## config.mk

```make
export PLATFORM = sky130hd
export DESIGN_NAME = serial_subtractor
export DESIGN_NICKNAME = d
export VERILOG_FILES = /design/src/rtl/serial_sub_pkg.sv /design/src/rtl/full_subtractor.sv /design/src/rtl/serial_subtractor.sv
export SDC_FILE = /design/constraint.sdc
export NUM_CORES = 1
export LEC_CHECK = 0
export BUFFER_PORTS_ARGS = -buffer_cell sky130_fd_sc_hd__buf_2
export CAP_MARGIN = 20
export CORE_ASPECT_RATIO = 1.25
export CORE_UTILIZATION = 54
export DETAILED_ROUTE_END_ITERATION = 10
export PLACE_DENSITY = 0.8
export REMOVE_ABC_BUFFERS = 1
export SLEW_MARGIN = 20
export SYNTH_ARGS = -nofsm -noshare
export SYNTH_HDL_FRONTEND = slang
export SYNTH_SLANG_ARGS = --single-unit
```

## constraint.sdc

```tcl
create_clock -name clk -period 1.5 [get_ports clk]
set_input_delay 0.3 -clock clk [delete_from_list [all_inputs] [get_ports clk]]
set_output_delay 0.3 -clock clk [all_outputs]
set_load 0.05 [all_outputs]
```

## src/rtl/serial_sub_pkg.sv

```systemverilog
// rtl/serial_sub_pkg.sv - shared types, defaults and sizing helper for serial_subtractor
package serial_sub_pkg;

  typedef enum logic [1:0] {IDLE, RUN, DONE} state_e;

  localparam int DEF_WIDTH = 64;
  localparam int DEF_DIGIT = 1;

  // Counter must be at least one bit wide even when a single digit covers the word.
  function automatic int cnt_width(input int width, input int digit);
    int n;
    n = width / digit;
    return (n > 1) ? $clog2(n) : 1;
  endfunction

endpackage

```

## src/rtl/full_subtractor.sv

```systemverilog
// rtl/full_subtractor.sv - 1-bit full subtractor cell (x - y - bin)
module full_subtractor (
  input  logic x,
  input  logic y,
  input  logic bin,
  output logic d,
  output logic bout
);

  assign d    = x ^ y ^ bin;
  assign bout = (~x & y) | (~(x ^ y) & bin);

endmodule

```

## src/rtl/serial_subtractor.sv

```systemverilog
// rtl/serial_subtractor.sv - bit-serial A-B with ripple borrow, start/ready/done handshake
// Optional y86 condition codes zf/sf/of when SUB_FLAGS_EN is defined.
module serial_subtractor
  import serial_sub_pkg::*;
#(
  parameter int WIDTH = DEF_WIDTH,
  parameter int DIGIT = DEF_DIGIT
) (
  input  logic             clk,
  input  logic             rst_n,
  input  logic             start,
  input  logic [WIDTH-1:0] a,
  input  logic [WIDTH-1:0] b,
  output logic             ready,
  output logic             busy,
  output logic             done,
  output logic [WIDTH-1:0] diff,
  output logic             borrow
`ifdef SUB_FLAGS_EN
  ,
  output logic             zf,
  output logic             sf,
  output logic             of
`endif
);

  localparam int N  = WIDTH / DIGIT;
  localparam int CW = cnt_width(WIDTH, DIGIT);
  localparam logic [CW-1:0] LAST = CW'(N - 1);

  state_e           state_q, state_d;
  logic [CW-1:0]    cnt_q, cnt_d;
  logic [WIDTH-1:0] a_sh_q, a_sh_d;
  logic [WIDTH-1:0] b_sh_q, b_sh_d;
  logic [WIDTH-1:0] diff_q, diff_d;
  logic             borrow_q, borrow_d;
  logic             ready_q, ready_d;
  logic             busy_q, busy_d;
  logic             done_q, done_d;
`ifdef SUB_FLAGS_EN
  logic             a_msb_q, a_msb_d;
  logic             b_msb_q, b_msb_d;
  logic             zf_q, zf_d;
  logic             sf_q, sf_d;
  logic             of_q, of_d;
`endif

  logic [DIGIT:0]   bchain;
  logic [DIGIT-1:0] dig;

  assign bchain[0] = borrow_q;

  for (genvar i = 0; i < DIGIT; i++) begin : g_cell
    full_subtractor u_fs (
      .x    (a_sh_q[i]),
      .y    (b_sh_q[i]),
      .bin  (bchain[i]),
      .d    (dig[i]),
      .bout (bchain[i+1])
    );
  end

  always_comb begin
    state_d  = state_q;
    cnt_d    = cnt_q;
    a_sh_d   = a_sh_q;
    b_sh_d   = b_sh_q;
    diff_d   = diff_q;
    borrow_d = borrow_q;
`ifdef SUB_FLAGS_EN
    a_msb_d  = a_msb_q;
    b_msb_d  = b_msb_q;
    zf_d     = zf_q;
    sf_d     = sf_q;
    of_d     = of_q;
`endif
    case (state_q)
      IDLE: begin
        if (start) begin
          state_d  = RUN;
          a_sh_d   = a;
          b_sh_d   = b;
          borrow_d = 1'b0;
          cnt_d    = '0;
`ifdef SUB_FLAGS_EN
          a_msb_d  = a[WIDTH-1];
          b_msb_d  = b[WIDTH-1];
`endif
        end
      end
      RUN: begin
        // Result digits enter at the MSB end so the low digit lands at bit 0 after N shifts.
        diff_d   = {dig, diff_q[WIDTH-1:DIGIT]};
        a_sh_d   = a_sh_q >> DIGIT;
        b_sh_d   = b_sh_q >> DIGIT;
        borrow_d = bchain[DIGIT];
        cnt_d    = cnt_q + 1'b1;
        if (cnt_q == LAST) begin
          state_d = DONE;
`ifdef SUB_FLAGS_EN
          zf_d    = (diff_d == '0);
          sf_d    = diff_d[WIDTH-1];
          of_d    = (a_msb_q != b_msb_q) && (diff_d[WIDTH-1] != a_msb_q);
`endif
        end
      end
      DONE:    state_d = IDLE;
      default: state_d = IDLE;
    endcase
    ready_d = (state_d == IDLE);
    busy_d  = (state_d == RUN);
    done_d  = (state_d == DONE);
  end

  always_ff @(posedge clk) begin
    if (!rst_n) begin
      state_q  <= IDLE;
      cnt_q    <= '0;
      a_sh_q   <= '0;
      b_sh_q   <= '0;
      diff_q   <= '0;
      borrow_q <= 1'b0;
      ready_q  <= 1'b1;
      busy_q   <= 1'b0;
      done_q   <= 1'b0;
`ifdef SUB_FLAGS_EN
      a_msb_q  <= 1'b0;
      b_msb_q  <= 1'b0;
      zf_q     <= 1'b0;
      sf_q     <= 1'b0;
      of_q     <= 1'b0;
`endif
    end else begin
      state_q  <= state_d;
      cnt_q    <= cnt_d;
      a_sh_q   <= a_sh_d;
      b_sh_q   <= b_sh_d;
      diff_q   <= diff_d;
      borrow_q <= borrow_d;
      ready_q  <= ready_d;
      busy_q   <= busy_d;
      done_q   <= done_d;
`ifdef SUB_FLAGS_EN
      a_msb_q  <= a_msb_d;
      b_msb_q  <= b_msb_d;
      zf_q     <= zf_d;
      sf_q     <= sf_d;
      of_q     <= of_d;
`endif
    end
  end

  assign ready  = ready_q;
  assign busy   = busy_q;
  assign done   = done_q;
  assign diff   = diff_q;
  assign borrow = borrow_q;
`ifdef SUB_FLAGS_EN
  assign zf = zf_q;
  assign sf = sf_q;
  assign of = of_q;
`endif

endmodule

```

==> Flow_metrics.wiki <==
{| class="wikitable"
! Metric !! Value
|-
| Routed wire length || 21,200 um
|-
| Height of the die || 144 um
|-
| CTS tree || done
|-
| Buffers added on ports || 198
|-
| Detailed Place HPWL || ~13,000 um
|-
| Largest net degree at the start of global routing || 80
|-
| Cells along the critical path || buf_2
|-
| Worst max-slew margin expressed relative to the limit || 79.8%
|-
| Clk pin slew, worst setup/hold paths || 0.06 ns
|-
| DRC violations left || 0
|-
| Number of max-cap violations || 0
|-
| Synthesized area divided by synthesized cell count || 8.34 um^2
|-
| Cts bufs inserted || 21
|-
| Total setup violations reported at the end of the flow || 0
|-
| Worst path top cell family by delay || flip-flops
|-
| Final RePlAce weighted congestion || roughly 0.76
|-
| Worst Slack Setup Final || 0.0419 ns
|-
| Width of the die || 116 um
|-
| Warning count from the yosys run || 0
|-
| Routed Antenna Nets || 0
|-
| # rows || 51
|-
| Busiest grt layer || met2
|-
| Area share of and/or/nand/nor cells after synthesis || just under 20%
|-
| Routed length per placed instance || 14.9 um
|-
| Buffer levels on the longest clock path || 3
|-
| Setup slack after placement || 0.0442 ns
|-
| Finished Layout Cells || 1,423
|-
| Layout cells sized above 1 || 22.4%
|-
| Leakage power total || 4.24 nW
|-
| Worst-path maximum fanout || 3
|-
| Master cell of the clock root buffer || clkbuf_16
|-
| Sequential area share after synthesis || 46.6%
|-
| Critical Path Slowest Stage Cell || dfxtp_1
|-
| Data required time of the worst path || 1.20 ns
|-
| Initial core utilization || a little under three fifths
|-
| Area of the die || 16,800 um^2
|-
| Setup tns final || 0 ns
|-
| Count of hold-fix buffers inserted at cts || 0
|-
| Post-CTS Resized || 0
|-
| Via count of the first global-routing pass || 7,336
|-
| Post-route cell area || 10,500 um^2
|-
| Post-Synth Adder-Cell Area || 0.371%
|-
| Delay of the slowest cell on the worst path || approximately 0.39 ns
|-
| Data arrival time of the worst path || 1.16 ns
|-
| Final number of max-transition violations || 0
|-
| Initial drt markers || 542
|-
| Io pins || ~200
|-
| Top area cells in the synthesized netlist || dfxtp_1, or3b_1, o21ai_0, a21oi_1, nand2_1
|-
| Cell area after synthesis || about 8800 um^2
|-
| Multiplexer area fraction after synthesis || less than 1%
|-
| Power after layout || 12.3 mW
|-
| Final core utilization || 67.1%
|-
| Run status || finished, final reports clean
|-
| Cell area reported after detailed placement || 9850 um^2
|-
| Number of synthesized register bits || 204
|-
| Total number of clock tree sinks || 204
|-
| Worst hold path class || input pin to flop
|-
| Unrepaired setup endpoints after global routing || false
|-
| Via count || roughly 8,000
|-
| Critical path buffer and inverter count || 1
|-
| Shortest clock period the worst path allows after layout || 1.46 ns
|-
| Power per Cell Area || 1170 nW/um^2
|-
| Post-placement cell count || 1,383
|-
| Signed area change from the synthesized netlist to the final layout || 20.2%
|-
| Synth Area in Compound Gates || 26.4%
|-
| Met3 demand-to-capacity share in global routing || 7.12%
|-
| Overflow left after global routing || 0
|-
| Most frequent cells in the layout || dfxtp_1, buf_2, o21ai_0
|-
| Aggregate global-route resource usage || 25.0%
|-
| Core Area || 15,700 um^2
|-
| Most frequent standard cell in the layout excluding fill and tap cells || dfxtp_1
|-
| Fill cell total of the finished layout || 1,326
|-
| Main combinational cell family by area after synthesis || compound AO/OA/AOI/OAI gates
|-
| Area share of the leading cell type in the synthesized netlist || 46.6%
|-
| Global-route wire length before repair || roughly 34,000 um
|-
| Met2 demand-to-capacity share in global routing || 41.4%
|-
| Post-CTS Setup Inserts || 0
|-
| Xor/xnor cell area share of the yosys netlist || 0%
|-
| Startpoint types || flop
|-
| Clock latency of the later-clocked register in the worst-skew pair || 0.49 ns
|-
| Number of search-and-repair iterations in the first detailed-routing pass || 4
|-
| Final period utilization || 97.2%
|-
| Layout Nets || 1,327
|-
| Setup Crit Path Kind || flop to primary output
|-
| Number of distinct standard cells referenced by the synthesized netlist || 37
|-
| Critical path endpoint category || primary output
|-
| Largest area contributor in the netlist || dfxtp_1
|-
| Synth Instances || around 1,100
|-
| Clock skew || 0.0134 ns
|-
| Worst vdd ir || 0.000883 V
|-
| Number of antenna violations at the first check in global routing || 6
|-
| Max Freq || 0.686 GHz
|-
| Worst hold slack || 0.0837 ns
|-
| Mean number of vias per cell || 5.62
|-
| Worst-margin pin slew || between 0.3 and 0.4 ns
|-
| GR Layer Usage met1 || 31.3%
|-
| Hold violation total from the final report || 0
|-
| CTS H-Tree Depth || 1
|}
-- worst paths after layout --
path / startpoint / end / slack (ns) / depth (start not counted)
worst max-delay path: diff[19]$_SDFFE_PN0P_ / diff[19] / 0.04 / 1
worst min-delay path: a[63] / a_sh_q[63]$_SDFFE_PN0P_ / 0.08 / 3
worst max register to register: state_q[1]$_SDFF_PN0_ / diff[6]$_SDFFE_PN0P_ / 0.14 / 4
worst min register to register: diff[0]$_SDFFE_PN0P_ / diff[0]$_SDFFE_PN0P_ / 0.46 / 2
-- flip-flops by register name, indices dropped and copies added, names as in the netlist --
name,flops
a_sh_q,64
b_sh_q,64
diff,64
cnt_q,6
state_q,2
borrow,1
busy,1
done,1
ready,1
-- cell usage after synthesis, drive strengths merged --
library cell,number
a21oi,191
a221oi,2
a22oi,3
a2bb2oi,1
a31oi,2
buf,52
clkbuf,55
clkinv,1
dfxtp,204
fa,1
ha,1
inv,5
mux2i,2
nand2,132
nand2b,3
nand3,5
nand3b,1
nor2,6
nor2b,1
nor3,2
nor3b,2
nor4,2
o211a,1
o21ai,246
o21ba,1
o21bai,1
o221a,1
o22ai,2
or3,2
or3b,123
-- power by group --
| group | leakage, nW | switching, mW | internal, mW |
|---|---|---|---|
| combinational | 2.23 | 0.745 | 0.581 |
| sequential | 1.68 | 0.159 | 5.75 |
| clock | 0.339 | 2.05 | 3.05 |
| total | 4.24 | 2.96 | 9.37 |
-- metal layers --
metal | vias to the layer above | wire [um]
li1 | 4008 | -
met1 | 3710 | 9090
met2 | 236 | 10100
met3 | 42 | 1570
met4 | 6 | 453
met5 | - | 40
-- area by class of cell --
type	instances	area, um^2	share of cell area (%)
multi-input cells	734	4100	38.9
well taps	212	265	2.52
inverters	6	26.3	0.249
diodes	4	10.0	0.0950
clock buffers	31	623	5.91
flip-flops and latches	204	4090	38.8
repair buffers	227	1370	13.0
clock inverters	5	56.3	0.534
-- cell families (layout without fill, tap and decap cells) --
group                      after synthesis  after routing
AOI/OAI and AO/OA                      451            451
and+or+nand+nor                        279            279
DFF                                    204            204
buffers and inverters                  113            269
adders and majority gates                2              2
muxes                                    2              2
other                                    0              4
Note: power is estimated with default switching activity, not from simulation.
